===== config.mk =====
export PLATFORM = sky130hd
export DESIGN_NAME = bldc_run_sequencer
export DESIGN_NICKNAME = d
export VERILOG_FILES = /design/src/rtl/bldc_pkg.sv /design/src/rtl/bldc_run_sequencer_hall_filter.sv /design/src/rtl/bldc_run_sequencer.sv
export SDC_FILE = /design/constraint.sdc
export NUM_CORES = 1
export LEC_CHECK = 0
export ABC_AREA = 1
export CORE_MARGIN = 10
export CORE_UTILIZATION = 55
export CTS_CLUSTER_SIZE = 10
export DETAILED_ROUTE_END_ITERATION = 6
export PLACE_DENSITY = 0.78
export SLEW_MARGIN = 20
export SYNTH_ARGS = -nofsm -noshare
export SYNTH_HDL_FRONTEND = slang
export SYNTH_SLANG_ARGS = --single-unit

===== constraint.sdc =====
create_clock -name clock -period 3.2 [get_ports clock]
set_input_delay 0.64 -clock clock [delete_from_list [all_inputs] [get_ports clock]]
set_output_delay 0.64 -clock clock [all_outputs]
set_load 0.1 [all_outputs]

===== src/rtl/bldc_pkg.sv =====
// Shared types and hall-code helpers for the BLDC run sequencer.
package bldc_pkg;

  typedef enum logic [2:0] {
    ST_IDLE  = 3'd0,
    ST_ALIGN = 3'd1,
    ST_RUN   = 3'd2,
    ST_BRAKE = 3'd3,
    ST_FAULT = 3'd4
  } state_t;

  localparam logic [2:0] FC_NONE         = 3'd0;
  localparam logic [2:0] FC_OVERCURRENT  = 3'd1;
  localparam logic [2:0] FC_HALL_INVALID = 3'd2;
  localparam logic [2:0] FC_SEQUENCE     = 3'd3;
  localparam logic [2:0] FC_STALL        = 3'd4;

  // Forward rotation order: 101 -> 100 -> 110 -> 010 -> 011 -> 001 -> 101.
  function automatic logic [2:0] hall_next_fwd(input logic [2:0] code);
    logic [2:0] nxt;
    case (code)
      3'b101:  nxt = 3'b100;
      3'b100:  nxt = 3'b110;
      3'b110:  nxt = 3'b010;
      3'b010:  nxt = 3'b011;
      3'b011:  nxt = 3'b001;
      3'b001:  nxt = 3'b101;
      default: nxt = 3'b000;
    endcase
    return nxt;
  endfunction

  function automatic logic hall_invalid(input logic [2:0] code);
    return (code == 3'b000) || (code == 3'b111);
  endfunction

endpackage


===== src/rtl/bldc_run_sequencer_hall_filter.sv =====
// Hall input synchroniser and debounce filter; emits a one-cycle edge pulse
// together with the previously accepted code for adjacency checking.
module hall_filter #(
  parameter int DEBOUNCE = 16
) (
  input  logic       clock,
  input  logic       reset,
  input  logic [2:0] hall_raw,
  output logic [2:0] hall_filt,
  output logic [2:0] hall_prev,
  output logic       hall_edge
);

  localparam int CW = $clog2(DEBOUNCE + 1);
  localparam logic [CW-1:0] CNT_MAX  = CW'(DEBOUNCE);
  localparam logic [CW-1:0] CNT_TAKE = CW'(DEBOUNCE - 1);

  logic [2:0]    sync1_r, sync2_r, cand_r, filt_r, prev_r;
  logic [CW-1:0] cnt_r;
  logic          edge_r;

  // Synchroniser, stability counter and acceptance of a stable new code.
  always_ff @(posedge clock) begin
    if (reset) begin
      sync1_r <= 3'b000;
      sync2_r <= 3'b000;
      cand_r  <= 3'b000;
      cnt_r   <= {CW{1'b0}};
      filt_r  <= 3'b000;
      prev_r  <= 3'b000;
      edge_r  <= 1'b0;
    end else begin
      sync1_r <= hall_raw;
      sync2_r <= sync1_r;
      edge_r  <= 1'b0;
      if (sync2_r != cand_r) begin
        // The differing sample is itself the first stable cycle.
        cand_r <= sync2_r;
        cnt_r  <= CW'(1);
      end else begin
        if (cnt_r != CNT_MAX) begin
          cnt_r <= cnt_r + CW'(1);
        end
        if ((cnt_r >= CNT_TAKE) && (cand_r != filt_r)) begin
          prev_r <= filt_r;
          filt_r <= cand_r;
          edge_r <= 1'b1;
        end
      end
    end
  end

  assign hall_filt = filt_r;
  assign hall_prev = prev_r;
  assign hall_edge = edge_r;

endmodule


===== src/rtl/bldc_run_sequencer.sv =====
// Supervisory sequencer for six-step commutation: idle, align, run, brake and
// fault, with direction detection and hall-edge period measurement.
module bldc_run_sequencer
  import bldc_pkg::*;
#(
  parameter int DEBOUNCE     = 16,
  parameter int ALIGN_CYCLES = 1000,
  parameter int STALL_CYCLES = 100000,
  parameter int BRAKE_CYCLES = 5000,
  parameter int CNT_W        = 24
) (
  input  logic             clock,
  input  logic             reset,
  input  logic [2:0]       hall_raw,
  input  logic             start,
  input  logic             stop,
  input  logic             fault_in,
  input  logic             clear_fault,
  output logic [2:0]       hall_filt,
  output logic             drive_en,
  output logic             comm_reset,
  output logic             brake,
  output logic             dir,
  output logic [CNT_W-1:0] period,
  output logic             period_valid,
  output logic [2:0]       state_o,
  output logic [2:0]       fault_code
);

  localparam logic [CNT_W-1:0] ALIGN_LAST = CNT_W'(ALIGN_CYCLES - 1);
  localparam logic [CNT_W-1:0] STALL_LAST = CNT_W'(STALL_CYCLES - 1);
  localparam logic [CNT_W-1:0] BRAKE_LAST = CNT_W'(BRAKE_CYCLES - 1);
  localparam logic [CNT_W-1:0] CNT_SAT    = {CNT_W{1'b1}};

  logic [2:0]       hall_filt_s, hall_prev_s;
  logic             hall_edge_s;
  state_t           state_r, state_nxt_s;
  logic [CNT_W-1:0] timer_r, timer_nxt_s, timer_inc_s;
  logic [CNT_W-1:0] period_r, period_nxt_s;
  logic             period_valid_r, period_valid_nxt_s;
  logic [2:0]       fault_code_r, fault_code_nxt_s;
  logic             dir_r, dir_nxt_s;
  logic             drive_en_r, brake_r, comm_reset_r;
  logic             hall_ok_s, prev_ok_s, step_fwd_s, step_rev_s, seq_err_s;

  hall_filter #(.DEBOUNCE(DEBOUNCE)) u_hall_filter (
    .clock     (clock),
    .reset     (reset),
    .hall_raw  (hall_raw),
    .hall_filt (hall_filt_s),
    .hall_prev (hall_prev_s),
    .hall_edge (hall_edge_s)
  );

  assign hall_ok_s   = !hall_invalid(hall_filt_s);
  assign prev_ok_s   = !hall_invalid(hall_prev_s);
  assign step_fwd_s  = hall_edge_s && hall_ok_s && prev_ok_s &&
                       (hall_next_fwd(hall_prev_s) == hall_filt_s);
  assign step_rev_s  = hall_edge_s && hall_ok_s && prev_ok_s &&
                       (hall_next_fwd(hall_filt_s) == hall_prev_s);
  assign seq_err_s   = hall_edge_s && hall_ok_s && prev_ok_s && !step_fwd_s && !step_rev_s;
  assign timer_inc_s = (timer_r == CNT_SAT) ? CNT_SAT : timer_r + CNT_W'(1);

  // Next-state, timer, period and fault-code decisions in priority order.
  always_comb begin
    state_nxt_s        = state_r;
    timer_nxt_s        = timer_inc_s;
    period_nxt_s       = period_r;
    period_valid_nxt_s = 1'b0;
    fault_code_nxt_s   = fault_code_r;
    if (step_fwd_s) begin
      dir_nxt_s = 1'b1;
    end else if (step_rev_s) begin
      dir_nxt_s = 1'b0;
    end else begin
      dir_nxt_s = dir_r;
    end
    case (state_r)
      ST_IDLE: begin
        if (fault_in) begin
          state_nxt_s      = ST_FAULT;
          fault_code_nxt_s = FC_OVERCURRENT;
        end else if (start && !stop && hall_ok_s) begin
          state_nxt_s = ST_ALIGN;
          timer_nxt_s = {CNT_W{1'b0}};
        end else begin
          state_nxt_s = ST_IDLE;
        end
      end
      ST_ALIGN: begin
        if (fault_in) begin
          state_nxt_s      = ST_FAULT;
          fault_code_nxt_s = FC_OVERCURRENT;
        end else if (!hall_ok_s) begin
          state_nxt_s      = ST_FAULT;
          fault_code_nxt_s = FC_HALL_INVALID;
        end else if ((timer_r >= ALIGN_LAST) && !hall_edge_s) begin
          state_nxt_s      = ST_FAULT;
          fault_code_nxt_s = FC_STALL;
        end else if (stop) begin
          state_nxt_s = ST_BRAKE;
          timer_nxt_s = {CNT_W{1'b0}};
        end else if (hall_edge_s) begin
          state_nxt_s = ST_RUN;
          timer_nxt_s = {CNT_W{1'b0}};
        end else begin
          state_nxt_s = ST_ALIGN;
        end
      end
      ST_RUN: begin
        if (fault_in) begin
          state_nxt_s      = ST_FAULT;
          fault_code_nxt_s = FC_OVERCURRENT;
        end else if (!hall_ok_s) begin
          state_nxt_s      = ST_FAULT;
          fault_code_nxt_s = FC_HALL_INVALID;
        end else if (seq_err_s) begin
          state_nxt_s      = ST_FAULT;
          fault_code_nxt_s = FC_SEQUENCE;
        end else if ((timer_r >= STALL_LAST) && !hall_edge_s) begin
          state_nxt_s      = ST_FAULT;
          fault_code_nxt_s = FC_STALL;
        end else if (stop) begin
          state_nxt_s = ST_BRAKE;
          timer_nxt_s = {CNT_W{1'b0}};
        end else if (hall_edge_s) begin
          period_nxt_s       = timer_inc_s;
          period_valid_nxt_s = 1'b1;
          timer_nxt_s        = {CNT_W{1'b0}};
        end else begin
          state_nxt_s = ST_RUN;
        end
      end
      ST_BRAKE: begin
        if (fault_in) begin
          state_nxt_s      = ST_FAULT;
          fault_code_nxt_s = FC_OVERCURRENT;
        end else if (timer_r >= BRAKE_LAST) begin
          state_nxt_s = ST_IDLE;
        end else begin
          state_nxt_s = ST_BRAKE;
        end
      end
      ST_FAULT: begin
        if (clear_fault && !fault_in) begin
          state_nxt_s      = ST_IDLE;
          fault_code_nxt_s = FC_NONE;
        end else begin
          state_nxt_s = ST_FAULT;
        end
      end
      default: begin
        state_nxt_s      = ST_IDLE;
        fault_code_nxt_s = FC_NONE;
      end
    endcase
  end

  // State register; gate controls are registered from the next state so they
  // always match the state encoding seen on state_o.
  always_ff @(posedge clock) begin
    if (reset) begin
      state_r        <= ST_IDLE;
      timer_r        <= {CNT_W{1'b0}};
      period_r       <= {CNT_W{1'b0}};
      period_valid_r <= 1'b0;
      fault_code_r   <= FC_NONE;
      dir_r          <= 1'b1;
      drive_en_r     <= 1'b0;
      brake_r        <= 1'b0;
      comm_reset_r   <= 1'b1;
    end else begin
      state_r        <= state_nxt_s;
      timer_r        <= timer_nxt_s;
      period_r       <= period_nxt_s;
      period_valid_r <= period_valid_nxt_s;
      fault_code_r   <= fault_code_nxt_s;
      dir_r          <= dir_nxt_s;
      drive_en_r     <= (state_nxt_s == ST_ALIGN) || (state_nxt_s == ST_RUN);
      brake_r        <= (state_nxt_s == ST_BRAKE);
      comm_reset_r   <= !((state_nxt_s == ST_ALIGN) || (state_nxt_s == ST_RUN));
    end
  end

  assign hall_filt    = hall_filt_s;
  assign drive_en     = drive_en_r;
  assign comm_reset   = comm_reset_r;
  assign brake        = brake_r;
  assign dir          = dir_r;
  assign period       = period_r;
  assign period_valid = period_valid_r;
  assign state_o      = state_r;
  assign fault_code   = fault_code_r;

endmodule


==> impl.org, run 1 <==
** Logic synthesis
- Of the total synthesized cell area, the portion taken by AND, OR, NAND and NOR gates is 34.65%.
- Adder and majority gate portion of the synthesized area :: 1.227%
- Flip-flop cell with the highest count after synthesis :: sky130_fd_sc_hd__dfxtp_1
- FF+latch count, synth :: 80
- XOR/XNOR share of the synthesized area :: 3.864%
- Synthesis produced a netlist whose cell count is 585.
- Total of warnings raised by yosys :: 0
- Of the post-synthesis cell area, the part taken by muxes is 0%.
- Counting flops with a built-in enable in the synthesized netlist gives 0.
- The number of nets handed over by synthesis was 598.
- Dominant combinational cell family by area after synthesis :: simple AND/OR/NAND/NOR gates
- Area of the mapped netlist :: 4080 µm²
- A synthesized cell averages 6.975 µm².
- Post-synthesis sequential area ratio :: 39.25%
- Ys async rst share :: 0%
- Synthesis instantiated 44 different standard cells from the library.
- Summing the areas of all compound-gate instances in the mapped netlist gives 10.89% of the synthesized area.

** Routing
- Via count :: 3768
- Antenna Violating Nets Remaining :: 0
- DR pass1 iterations :: 5
- DR DRC count :: 0
- After detailed routing, the number of vias per cell comes to 5.120.
- DRC marker count from the first detailed-route iteration :: 158
- DRT Wirelength :: 9.693 mm
- Detail-routed net length per standard cell :: 13.17 µm

** Clock tree
- Sinks on Clock Net :: 80
- The H-tree generated during clock tree synthesis spans 3 levels.
- Clock latency on the worst-skew pair, taken at its later pin, is 360 ps.
- Once the clock tree was built, the resizer swapped 0 gates to a different size.
- No sink is reached through more buffers than the 2 on the longest clock path.
- Clock root cell :: sky130_fd_sc_hd__clkbuf_8
- Post-CTS Repair Setup Buffers :: 0
- Total of hold buffers inserted after clock tree synthesis :: 0
- Buffers inserted during clock tree synthesis total 9.
- Clock Pin Slew Worst Setup and Hold Paths :: 90 ps
- TritonCTS clock tree :: done

** Setup path
- Critical path launch point type :: flop
- The worst setup path is of the flop to flop kind.
- Worst Setup SP :: timer_r[0]
- Buffering stage count on the worst path with inverters included :: 0
- The most numerous cell type found on the critical path is sky130_fd_sc_hd__nand2_1.
- For the worst setup path, the data arrival time is 2640 ps.
- The largest individual stage delay along the critical path comes from the cell sky130_fd_sc_hd__dfxtp_1.
- Traced cell by cell, the critical path runs through ha_1 -> nand2_1 -> nor2_2 -> nand2_2 -> nor2_4 -> nand2_1 -> nor3_2 -> nand2_1 -> o21ai_0 -> a21o_1 -> and3_1.
- The startpoint identified for the worst register-to-register timing path is timer_r[0].
- In this run the worst path has a maximum fanout of 12.
- Req. time, crit path :: 3500 ps
- In this design, the stage delay of the slowest critical-path cell is 380 ps.
- STA classifies the critical path endpoint as a flop.
- Among cell families on the critical path, the largest total delay comes from simple AND/OR/NAND/NOR gates.

** Timing
- Adding up every negative setup slack in the final design gives 0 ps.
- Crit path time final :: 2339 ps
- RSZ-0062 raised after global routing :: false
- Worst-Margin Slew :: 488.5 ps
- Worst slew margin relative to its limit :: 67.32%
- Number of hold-slack violations in the final timing report :: 0
- Final setup violation count :: 0
- The clock arrives with 8.462 ps of skew.
- Fmax :: 0.4276 GHz
- After layout, the worst path uses 73.09% of the clock period.
- The number of slew-limit violations in the final report came to 0.

** Final layout
- Compared with the post-synthesis result, the final layout area differs by 15.24%.
- Total of fill cells in the finished design :: 695
- Most frequent cells in the layout :: sky130_fd_sc_hd__nor2_1, sky130_fd_sc_hd__nand2_1, sky130_fd_sc_hd__dfxtp_1
- Share of final-layout standard cells stronger than drive strength 1 :: 14.13%
- Leaving out fill and tap cells, the most frequent cell in the layout is sky130_fd_sc_hd__nor2_1.
- Antenna fix cells :: 0
- The final layout contains 645 nets.

** GRT
- The number of antenna violations at the first check in global routing is 0.
- Wire length of the first global-routing pass :: 16.86 mm
- Overflow left after global routing :: 0
- Via count of the first global-routing pass :: 3670
- Entering global routing, the biggest net connects 29 pins.
- Total global routing track utilization :: 17.66%

** Placement
- Gp weighted congestion :: 0.8902
- Detailed placement ended at an HPWL of 7.395 mm.
- Number of port buffers :: 46

** Floorplanning
- Ports :: 47
- Measured along the y axis, the die boundary spans 106.1 µm.
- Core area :: 7214 µm²
- Standard-cell rows :: 31
- The die covers 11260 µm².
- Measured along the x axis, the die boundary spans 106.1 µm.
- The initial utilization of the core area, before any placement, comes to 56.56%.

** Pwr
- In this run, flip-flops and latches consume 52.9% of the power.
- Leak Pwr :: 0.002165 µW
- Cell Pwr Density :: 409.6 nW/µm²
- Design internal power :: 1422 µW
- Net switching fraction of the power :: 26.18%
- The clock network burns 41.2% of the power.
- The analysis attributes to net switching a power of 504.2 µW.
- Pwr Total :: 1926 µW
- Combinational cells account for 6.0% of the total power.
- The worst-case IR drop observed on VDD is 0.0002957 V.

** Hold path
- The startpoint identified for the worst hold timing path is u_hall_filter.sync1_r[2].
- Class of the tightest hold or removal check :: flop to flop

** Outcome
- The flow ran to the end, and the final reports show no timing, DRC or antenna violations.

** Run
- Number of violations of the max-capacitance limit :: 0
==> through the flow <==
stage,setup WS [ps],instance area [µm²],cells,util [%],hold WS [ps]
after floorplan,705.4,4080,585,-,388.3
after global routing,598.0,4702,736,65.18,436.8
after detailed placement,733.6,4493,720,62.28,395.7
after CTS,888.2,4702,736,65.18,410.9
after global placement,798.0,4493,720,62.28,389.7
final,861.2,4702,736,65.18,408.8
==> synthesized netlist by cell type, types with 2 or more instances <==
| library cell | number | share of area [%] |
|---|---|---|
| sky130_fd_sc_hd__nor2_1 | 114 | 10 |
| sky130_fd_sc_hd__nand2_1 | 113 | 10 |
| sky130_fd_sc_hd__dfxtp_1 | 80 | 39 |
| sky130_fd_sc_hd__inv_1 | 78 | 7.2 |
| sky130_fd_sc_hd__nand3_1 | 35 | 4.3 |
| sky130_fd_sc_hd__o21ai_0 | 32 | 3.9 |
| sky130_fd_sc_hd__a21oi_1 | 23 | 2.8 |
| sky130_fd_sc_hd__nand4_1 | 13 | 2.0 |
| sky130_fd_sc_hd__xor2_1 | 11 | 2.4 |
| sky130_fd_sc_hd__nor3_1 | 8 | 0.98 |
| sky130_fd_sc_hd__o21ai_1 | 7 | 0.86 |
| sky130_fd_sc_hd__xnor2_1 | 7 | 1.5 |
| sky130_fd_sc_hd__clkbuf_1 | 6 | 0.55 |
| sky130_fd_sc_hd__buf_6 | 5 | 1.4 |
| sky130_fd_sc_hd__nor2_2 | 5 | 0.77 |
| sky130_fd_sc_hd__a21oi_2 | 4 | 0.86 |
| sky130_fd_sc_hd__ha_1 | 4 | 1.2 |
| sky130_fd_sc_hd__nor2_4 | 3 | 0.83 |
| sky130_fd_sc_hd__or2_2 | 3 | 0.46 |
| sky130_fd_sc_hd__a31oi_1 | 2 | 0.31 |
| sky130_fd_sc_hd__and3_1 | 2 | 0.31 |
| sky130_fd_sc_hd__inv_2 | 2 | 0.18 |
| sky130_fd_sc_hd__nand2_2 | 2 | 0.31 |
| sky130_fd_sc_hd__nand3_2 | 2 | 0.49 |
| sky130_fd_sc_hd__nor3_2 | 2 | 0.49 |
| sky130_fd_sc_hd__nor3_4 | 2 | 0.80 |
| sky130_fd_sc_hd__o21a_1 | 2 | 0.37 |
| sky130_fd_sc_hd__o311ai_0 | 2 | 0.43 |
==> sequential cells by signal, indices dropped and copies added, names as in the netlist <==
signal	count
period_valid	1
u_hall_filter.cnt_r	5
drive_en	1
u_hall_filter.sync2_r	3
fault_code	3
u_hall_filter.hall_edge	1
u_hall_filter.sync1_r	3
u_hall_filter.hall_filt	3
dir	1
u_hall_filter.hall_prev	3
period	24
u_hall_filter.cand_r	3
timer_r	24
state_o	3
comm_reset	1
brake	1
==> layout make-up <==
class	count	area, µm²	area share, %
Tap cell	99	123.9	2.634
Clock inverter	7	85.08	1.809
Multi-Input combinational cell	410	2066	43.93
Inverter	81	306.5	6.519
Timing Repair Buffer	50	395.4	8.409
Clock buffer	9	123.9	2.634
Sequential cell	80	1602	34.06
==> logic make-up (layout without fill, tap and decap cells) <==
kind of cell / after synthesis / count (layout)
AND/OR/NAND/NOR: 310 / 310
buffers and inverters: 95 / 147
flip-flops: 80 / 80
AO/OA/AOI/OAI: 78 / 78
XOR/XNOR: 18 / 18
adder cells (fa/ha/maj): 4 / 4
==> tightest hold or removal path, delay by kind of cell (launching register included) <==
family	cells	cell delay, ps
flip-flops	1	310
buffers and inverters	1	40
AND/OR/NAND/NOR	1	30
==> worst paths after layout <==
| kind | end | slack, ps | cells past startpoint |
|---|---|---|---|
| max | timer_r[17] | 860 | 11 |
| min | u_hall_filter.sync2_r[2] | 410 | 2 |
| max reg2reg | timer_r[17] | 860 | 11 |
| min reg2reg | u_hall_filter.sync2_r[2] | 410 | 2 |
==> power groups by stage <==
stage | Combinational (µW) | Sequential, µW | Clock (µW)
after floorplan | 61.8 | 1060 | 0
after global placement | 113 | 1040 | 0
after detailed placement | 115 | 1040 | 0
after CTS | 116 | 1020 | 804
after global routing | 128 | 1020 | 844
final | 115 | 1020 | 793
==> routing by layer <==
metal | wire length [µm] | track usage, % | vias to the layer above
met1 | 4385 | 21.43 | 1671
met5 | 0 | 0 | -
met3 | 549 | 3.563 | 23
met2 | 4530 | 29.06 | 120
met4 | 228 | 8.994 | 0
li1 | - | - | 1954
Power figures use the tool's default switching activity.
==> run 2, diff against run 1 <==
--- a/config.mk
+++ b/config.mk
@@ -7,10 +7,10 @@
 export LEC_CHECK = 0
 export ABC_AREA = 1
 export CORE_MARGIN = 10
-export CORE_UTILIZATION = 55
+export CORE_UTILIZATION = 51
 export CTS_CLUSTER_SIZE = 10
 export DETAILED_ROUTE_END_ITERATION = 6
-export PLACE_DENSITY = 0.78
+export PLACE_DENSITY = 0.77
 export SLEW_MARGIN = 20
 export SYNTH_ARGS = -nofsm -noshare
 export SYNTH_HDL_FRONTEND = slang
==> constraint.sdc (replaced) <==
create_clock -name clock -period 2.11 [get_ports clock]
set_input_delay 0.422 -clock clock [delete_from_list [all_inputs] [get_ports clock]]
set_output_delay 0.422 -clock clock [all_outputs]
set_load 0.1 [all_outputs]
==> run 2 against run 1 <==
Maximum frequency up 18%. Combinational power up 64%. Clock power up 63%. Sequential cell count unchanged. Via count up 2.4%. Register-to-register slack worse by 730 ps. Die area up 6.3%. Clock skew down 2.6 ps. Worst setup slack worse by 730 ps. Critical path type unchanged.
==> impl.org, run 2 (synthesis gave the netlist of run 1 again) <==
** Pwr
- Per report_power, the clock group accounts for 42.7% of the total.
- The internal power of the cells totals 2276 µW.
- VDD sags by at most 0.0003738 V.
- Combinational logic is responsible for 6.3% of the overall power.
- Pwr Total :: 3022 µW
- Of the total power, the share spent switching nets is 24.67%.
- In this run the static leakage power is 0.002289 µW.
- Switching power :: 745.7 µW
- For this design the ratio of total power to cell area is 616.5 nW/µm².
- Register share of total power :: 51.1%

** Setup path
- Across all register-to-register paths, the minimum setup slack is 130 ps.
- The worst setup path is captured at a flop.
- The worst register-to-register path has a depth of 12.
- Reg2Reg Launch Point :: timer_r[0]
- Worst endpoint data arrival time :: 2230 ps
- Crit path max fanout :: 22
- Critical path launch point type :: flop
- End of the worst register-to-register path :: timer_r[5]
- The critical path in this run is classified as flop to flop.
- Req. time, crit path :: 2360 ps

** Routing
- In this run the remaining antenna-violating nets after routing total 0.
- In the detailed route, the total length drawn on met3 is 810 µm.
- DR pass1 iterations :: 5
- In the routed design, unresolved DRC markers number 0.
- Routed signal wires occupy layers up through met4.
- The routed layout has 3857 vias.
- After detailed routing, the average wire length per cell comes to 13.48 µm.
- Dividing the detail-routed via count by the number of cells gives 5.088.
- For this block, the routed nets add up to 10.22 mm of wire.
- Detailed routing placed a total of 4.604 mm of wire on met2.
- DRC marker count from the first detailed-route iteration :: 207
- After detailed routing, the wire length on met1 is 4.601 mm.

** Floorplanning
- 47 I/O pins were placed.
- Chip Height :: 109.4 µm
- Core area :: 7767 µm²
- The die covers 11980 µm².
- For this configuration, the core starts out at a cell density of 52.53%.
- Standard-cell rows :: 32
- Die X :: 109.4 µm

** GRT
- Via count of the first global-routing pass :: 3714
- Maximum number of pins on one net before global-route repair :: 29
- The first global-routing pass estimated 17.31 mm of wire.
- Overflow left after global routing :: 0
- Total global routing track utilization :: 17.81%
- The number of antenna violations at the first check in global routing was 0.

** Hold path
- Class of the tightest hold or removal check :: flop to flop
- Worst Hold Depth :: 2
- The startpoint identified for the worst hold timing path is u_hall_filter.sync1_r[0].
- End of the worst hold path :: u_hall_filter.sync2_r[0]

** Clock tree
- Clock-pin slew was measured on the worst setup and hold paths at 90 ps.
- Cts bufs inserted :: 9
- The H-tree was split into 3 levels.
- TritonCTS built the clock tree.
- Sinks on Clock Net :: 80
- Clock root cell :: sky130_fd_sc_hd__clkbuf_8
- Worst skew pair latency :: 360 ps
- The clock passes through at most 2 buffers.
- Buffers inserted to repair hold after CTS numbered 0.

** Timing
- Maximum clock skew at final layout :: 5.824 ps
- Post-route clock period utilization :: 93.78%
- Number of hold-slack violations in the final timing report :: 0
- Setup repair after global routing left no endpoint under its margin.
- Crit path time final :: 1979 ps
- Worst slew margin relative to its limit :: 70.93%
- Final worst hold slack :: 404.9 ps
- Final Slew Violations :: 0
- For the pin with the worst max-slew slack, the measured transition is 435.6 ps.
- Timing would allow up to 0.5053 GHz.
- Setup violations remaining at the end of the flow were counted as 0.
- Sum of negative setup slack :: 0 ps

** Placement
- Detailed Place HPWL :: 7.439 mm
- The congestion estimate from routability-driven global placement came to 0.9112.
- Port buffering added 46 buffers.
- Cell count after placement :: 740

** Final layout
- Once layout is complete, the cells apart from fillers number 758.
- The final layout contains 664 nets.
- The area growth from synthesis to layout is 20.15%.
- Most frequent cells in the layout :: sky130_fd_sc_hd__nor2_1, sky130_fd_sc_hd__nand2_1, sky130_fd_sc_hd__inv_1
- The number of antenna diodes in the final layout is 0.
- Most common cell after layout, fill and taps aside :: sky130_fd_sc_hd__nor2_1
- The post-route netlist has 17.99% of its cells at a drive strength greater than 1.
- Fill cells in the final layout number 720.

** Run
- Number of violations of the max-capacitance limit :: 0

** Outcome
- Run status :: complete, no violations
==> run 2: changes by cell type in the layout (fill, tap and decap cells not counted), sizes merged <==
cell	before	now
buf	42	61
bufinv	1	2
inv	85	84
==> run 2: what timing repair did <==
action / CTS / global route
setup endpoints to repair: 0 / 25
buffers inserted: 0 / 2
gates resized for setup: 0 / 6
==> run 2: final cells by class <==
type | count | area [µm²] | area share, %
multi-input combinational | 410 | 2078 | 42.39
inverter | 81 | 306.5 | 6.253
sequential | 80 | 1609 | 32.82
timing repair buffer | 69 | 554.3 | 11.31
clock inverter | 7 | 102.6 | 2.093
clock buffer | 9 | 123.9 | 2.527
tap | 102 | 127.6 | 2.603
==> run 2: critical path: stages (launching register included) <==
cell,delay (ps)
sky130_fd_sc_hd__dfxtp_1,320
sky130_fd_sc_hd__ha_1,210
sky130_fd_sc_hd__nand2_1,120
sky130_fd_sc_hd__buf_4,130
sky130_fd_sc_hd__nand3_1,60
sky130_fd_sc_hd__nand3_1,100
sky130_fd_sc_hd__nand3_1,80
sky130_fd_sc_hd__nand2_1,160
sky130_fd_sc_hd__a21boi_1,100
sky130_fd_sc_hd__nand3b_2,240
sky130_fd_sc_hd__nand2_2,100
sky130_fd_sc_hd__buf_12,170
sky130_fd_sc_hd__a21oi_1,50
==> run 2: worst max-delay path by stage <==
stage / depth (start not counted) / to / slack (ps) / from
2_1_floorplan: 10 / period[21] / 20 / u_hall_filter.hall_filt[0]
6_report: 12 / timer_r[5] / 130 / timer_r[0]
5_1_grt: 13 / fault_code[0] / 3 / u_hall_filter.hall_prev[0]
3_3_place_gp: 9 / comm_reset / 20 / fault_in
4_1_cts: 12 / timer_r[0] / 110 / timer_r[1]
3_5_place_dp: 8 / timer_r[0] / 40 / fault_in
==> run 2: routing by layer <==
metal	GRT usage [%]	vias to the layer above
li1	-	2000
met1	22.52	1735
met2	28.28	104
met3	5.032	18
met4	6.691	0
met5	0	-
==> run 2: power groups by stage <==
stage                     Combinational [µW]  Sequential [µW]  Clock (µW)
after floorplan                         93.7             1620           0
after global placement                   187             1580           0
after detailed placement                 188             1580           0
after CTS                                189             1540        1320
after global routing                     210             1550        1380
final                                    189             1540        1290
==> run 2: per-stage QoR <==
stage / cell area (µm²) / utilization [%] / setup WS (ps)
after floorplan: 4088 / - / 19.11
after global placement: 4644 / 59.79 / 23.41
after detailed placement: 4644 / 59.79 / 38.26
after CTS: 4871 / 62.71 / 107.4
after global routing: 4902 / 63.11 / 2.573
final: 4902 / 63.11 / 131.1
==> variant 1, RTL diff (config.mk and constraints of run 2) <==
Reset style: asynchronous (`reset`), changed in 2 clocked blocks.
--- a/src/rtl/bldc_run_sequencer_hall_filter.sv
+++ b/src/rtl/bldc_run_sequencer_hall_filter.sv
@@ -22,3 +22,3 @@
   // Synchroniser, stability counter and acceptance of a stable new code.
-  always_ff @(posedge clock) begin
+  always_ff @(posedge clock or posedge reset) begin
     if (reset) begin
--- a/src/rtl/bldc_run_sequencer.sv
+++ b/src/rtl/bldc_run_sequencer.sv
@@ -160,3 +160,3 @@
   // always match the state encoding seen on state_o.
-  always_ff @(posedge clock) begin
+  always_ff @(posedge clock or posedge reset) begin
     if (reset) begin
Behaviour: differs if reset is asserted again (counterexample within 4 cycles, from zero or initial values and one cycle with reset high); with reset held inactive, the same outputs for 4 cycles.
==> variant 1 against run 2 <==
Final area up 2.3%. Non-clock buffer count down 13. Wire length down 7.5%. Critical path depth grew 1. Sequential cell count is the same. Worst setup slack better by 96 ps. First-iteration DRC count down 21%. Area after synthesis increased by 4.4%. Critical path type unchanged. Highest routed layer unchanged.
Power is not compared: it rests on default switching activity, and its combinational part moved more than twofold at a synthesized area within 25%.
==> variant 1: results (changes against run 2) <==
| Metric | Value |
|---|---|
| Worst-case reg-to-reg path depth | `13 (+1)` |
| Via count | `3496 (-9.4%)` |
| Buffering overhead | `0.105 (-0.00780)` |
| Critical path data arrival time | `2140 ps (-90 ps)` |
| HPWL Detailed | `7.11 mm (-4.4%)` |
| Iter 0 DRT Violations | `163 (-21%)` |
| Synth unique cells | `38 (-14%)` |
| CP endpoint | `period[10]$_DFFE_PP0P_` |
| Final Skew | `10.8 ps (+4.99 ps)` |
| Post-route core utilization | `0.614 (-0.0176)` |
| Syn Nets | `540 (-9.7%)` |
| Hold_ws | `284 ps (-121 ps)` |
| Share of layout cells above drive strength 1 | `0.179 (-0.000697)` |
| Hold WC Path Type | `in2async` |
| Final GP Congestion | `0.885 (-2.9%)` |
| Multi-input gate area | `1930 um2 (-7.0%)` |
| Synth async-reset ratio | `1.00 (+1.00)` |
| Final clock-cell share | `0.0367 (-0.00953)` |
| Drt pass-1 iters | `4 (-1)` |
| Non-Clock Buffer Count | `56 (-19%)` |
| Result of the run | `finished, final reports clean` |
| Worst-Margin Slew | `406 ps (-29.5 ps)` |
| Crit Path Max Fanout | `46 (+110%)` |
| Mean routed wirelength per cell | `13.7 um (+1.5%)` |
| Seq cells | `80 (unchanged)` |
| Global-route wire length before repair | `16.9 mm (-2.5%)` |
| Origin of the worst setup path | `u_hall_filter.hall_prev[2]$_DFFE_PP0P_` |
| Largest net degree at the start of global routing | `48 (+66%)` |
| Setup ws final | `227 ps (+96.1 ps)` |
| Number of multi-input logic gates | `375 (-8.5%)` |
| Sequential share of cell area | `0.401 (+0.0726)` |
| Post-Syn Instances | `527 (-9.9%)` |
| Final #Nets | `594 (-11%)` |
| Gr usage total | `0.160 (-0.0182)` |
==> variant 1: cells by family after synthesis <==
group                    count (synthesis)  synth area share
AO/OA/AOI/OAI                           74             0.106
XOR/XNOR                                24            0.0493
adder cells (fa/ha/maj)                  4            0.0117
buffers and inverters                   72            0.0763
flip-flops                              80             0.470
AND/OR/NAND/NOR                        273             0.286
==> variant 1: report_power, final <==
part           internal [W]  switching, W
Sequential          0.00160     0.0000516
Combinational      0.000166      0.000361
Clock              0.000450      0.000621
==> variant 1: per-layer routing <==
metal  up-vias  global-route usage  part of all wire
met3        11              0.0365             0.040
met1      1642               0.189              0.45
met4         0              0.0617             0.014
met2        50               0.275              0.50
li1       1793                   -                 -
met5         -                   0                 0
==> variant 1: worst max-delay path, cell delays in order (launching register included) <==
cell     delay, ps
dfrtp_1        440
inv_1          130
nand2_1         90
nand2_1         90
nand2_1         60
nand2_1         70
inv_1           40
nand3_1        120
nand3_4        140
nand3_4        110
buf_12         210
inv_1          120
nand2_1         70
nand2_1         40
==> variant 2, RTL diff (flow settings as in run 2) <==
Made on the original files. `DEBOUNCE` is set to 16 in 2 places; all go to 32.
--- a/src/rtl/bldc_run_sequencer_hall_filter.sv
+++ b/src/rtl/bldc_run_sequencer_hall_filter.sv
@@ -3,3 +3,3 @@
 module hall_filter #(
-  parameter int DEBOUNCE = 16
+  parameter int DEBOUNCE = 32
 ) (
--- a/src/rtl/bldc_run_sequencer.sv
+++ b/src/rtl/bldc_run_sequencer.sv
@@ -5,3 +5,3 @@
 #(
-  parameter int DEBOUNCE     = 16,
+  parameter int DEBOUNCE     = 32,
   parameter int ALIGN_CYCLES = 1000,
Behaviour: same outputs for any inputs over 4 cycles, from zero or initial values and one cycle with reset high; that may be too few to reach the edited logic, so the function may still have changed.
==> variant 2 against run 2 <==
Largest cell class unchanged. Wire length is 13% lower. Total power is 4.8% lower. Critical path depth is 3 lower. Area after synthesis is 1.4% lower. Sequential cell count is 1 higher. Worst setup slack better by 50 ps. Final area is 4.4% lower.
==> variant 2: results (changes against run 2) <==
| Metric | Value |
|---|---|
| Result of the run | `finished, final reports clean` |
| Maximum VDD drop | `0.000312 V (-17%)` |
| Hold WC Path Type | `reg2reg` |
| Mean routed wirelength per cell | `12.7 um (-6.0%)` |
| Seq/Total Area, Yosys | `0.403 (+0.0105)` |
| Ys Warns | `0 (unchanged)` |
| Largest net degree at the start of global routing | `27 (-6.9%)` |
| CP delay by family, top | `simple AND/OR/NAND/NOR gates` |
| Origin of the worst setup path | `timer_r[1]$_SDFF_PP0_` |
| Post-DP Area | `4470 um2 (-3.7%)` |
| Top cells by area, synth | `dfxtp_1 40%, nand2_1 8.7%, nor2_1 8.0%, inv_1 5.4%, nand3_1 4.2%` |
| Share of layout cells above drive strength 1 | `0.210 (+0.0305)` |
| Via count | `3563 (-7.6%)` |
| Post-CTS setup buffers | `0 (unchanged)` |
| Post-route insts no fill | `701 (-7.5%)` |
| Largest stage delay on the critical path | `340 ps (+20 ps)` |
| Gr usage total | `0.156 (-0.0226)` |
| Slowest CP cell | `dfxtp_1` |
| Critical path data arrival time | `2230 ps (about the same)` |
| Top_reg_cell synth | `dfxtp_1` |
| Most frequent cells after synthesis | `93 x nand2_1, 86 x nor2_1, 81 x dfxtp_1` |
| Iter 0 DRT Violations | `165 (-20%)` |
| Syn Nets | `560 (-6.4%)` |
| Syn Area/Cell | `7.34 um2 (+5.3%)` |
| Final Skew | `12.7 ps (+6.87 ps)` |
| Antenna violations before repair | `0 (unchanged)` |
| Min-delay src | `u_hall_filter.sync1_r[1]$_SDFF_PP0_` |
| Lkg Pwr | `2.02 nW (-12%)` |
| Reg clk slew, reported paths | `90 ps (about the same)` |
| Drt pass-1 iters | `5 (unchanged)` |
| Crit Path Max Fanout | `15 (-32%)` |
| Final GP Congestion | `0.965 (+5.9%)` |
| Vias in the first global route | `3351 (-9.8%)` |
| Synth unique cells | `42 (-4.5%)` |
| Global-route wire length before repair | `15.1 mm (-13%)` |
| Slew margin rel. | `0.709 (about the same)` |
| Synth async-reset ratio | `0 (unchanged)` |
| Number of buffers created by CTS | `9 (unchanged)` |
| Clock Path Buffers | `2 (unchanged)` |
| CTS H-tree lvls | `3 (unchanged)` |
| Antenna cells | `0 (unchanged)` |
| Later-pin clock latency in the skew report | `360 ps (about the same)` |
| Final #Nets | `606 (-8.7%)` |
| CTS Root Cell | `clkbuf_8` |
| HPWL Detailed | `6.70 mm (-9.9%)` |
| # placed instances | `685 (-7.4%)` |
| Port Buffers | `46 (unchanged)` |
## variant 2: logic make-up (layout without fill, tap and decap cells)
kind of cell / Yosys count / after routing / share of synthesized area
AND/OR/NAND/NOR: 265 / 265 / 0.314
AO/OA/AOI/OAI: 96 / 96 / 0.141
buffers and inverters: 84 / 135 / 0.0911
flip-flops: 81 / 81 / 0.403
XOR/XNOR: 19 / 19 / 0.0414
adder cells (fa/ha/maj): 3 / 3 / 0.00933
## variant 2: final timing paths
check	end	slack, ps	depth (start not counted)
setup / recovery	period[16]$_SDFFE_PP0P_	180	9
setup reg to reg	period[16]$_SDFFE_PP0P_	180	9
hold reg to reg	u_hall_filter.sync2_r[1]$_SDFF_PP0_	410	2
hold / removal	u_hall_filter.sync2_r[1]$_SDFF_PP0_	410	2
## variant 2: report_power, final
part           internal [W]  total (W)  switching (W)
Combinational     0.0000547   0.000156       0.000102
Sequential          0.00155    0.00156      0.0000148
Clock              0.000563    0.00116       0.000595
## variant 2: worst reg2reg max path, delay by kind of cell, from the launching register on
| family | cells | cell delay (ps) |
|---|---|---|
| buffers and inverters | 1 | 230 |
| and+or+nand+nor | 6 | 960 |
| adders and majority gates | 1 | 190 |
| DFF | 1 | 340 |
| AOI/OAI and AO/OA | 1 | 150 |
## variant 2: per-stage QoR
stage	worst slack (ps)	utilization	hold slack, ps	total power, W
2_1_floorplan	80.2	-	388	0.00171
3_3_place_gp	96.3	0.582	391	0.00175
3_5_place_dp	58.5	0.582	399	0.00175
4_1_cts	148	0.608	411	0.00290
5_1_grt	3.18	0.610	435	0.00300
6_report	181	0.610	410	0.00288
## variant 2: layer usage
metal	global-route usage	vias to the layer above	routed length, um
li1	-	1847	-
met1	0.185	1626	4030
met2	0.260	79	4140
met3	0.0472	11	565
met4	0.0565	0	142
met5	0	-	0
## variant 2: layout make-up
class,instances,area [um2]
Clock buffer,10,128
Sequential cell,81,1630
Timing Repair Buffer,51,428
Multi-Input combinational cell,383,2040
Tap cell,102,128
Clock inverter,6,75.1
Inverter,68,255
Fill cell,710,3000
## variant 2: repair_timing
action                                 in CTS  in global routing
endpoints found under the hold margin       0                  0
resized for setup                           0                  1
setup endpoints to repair                   0                 28
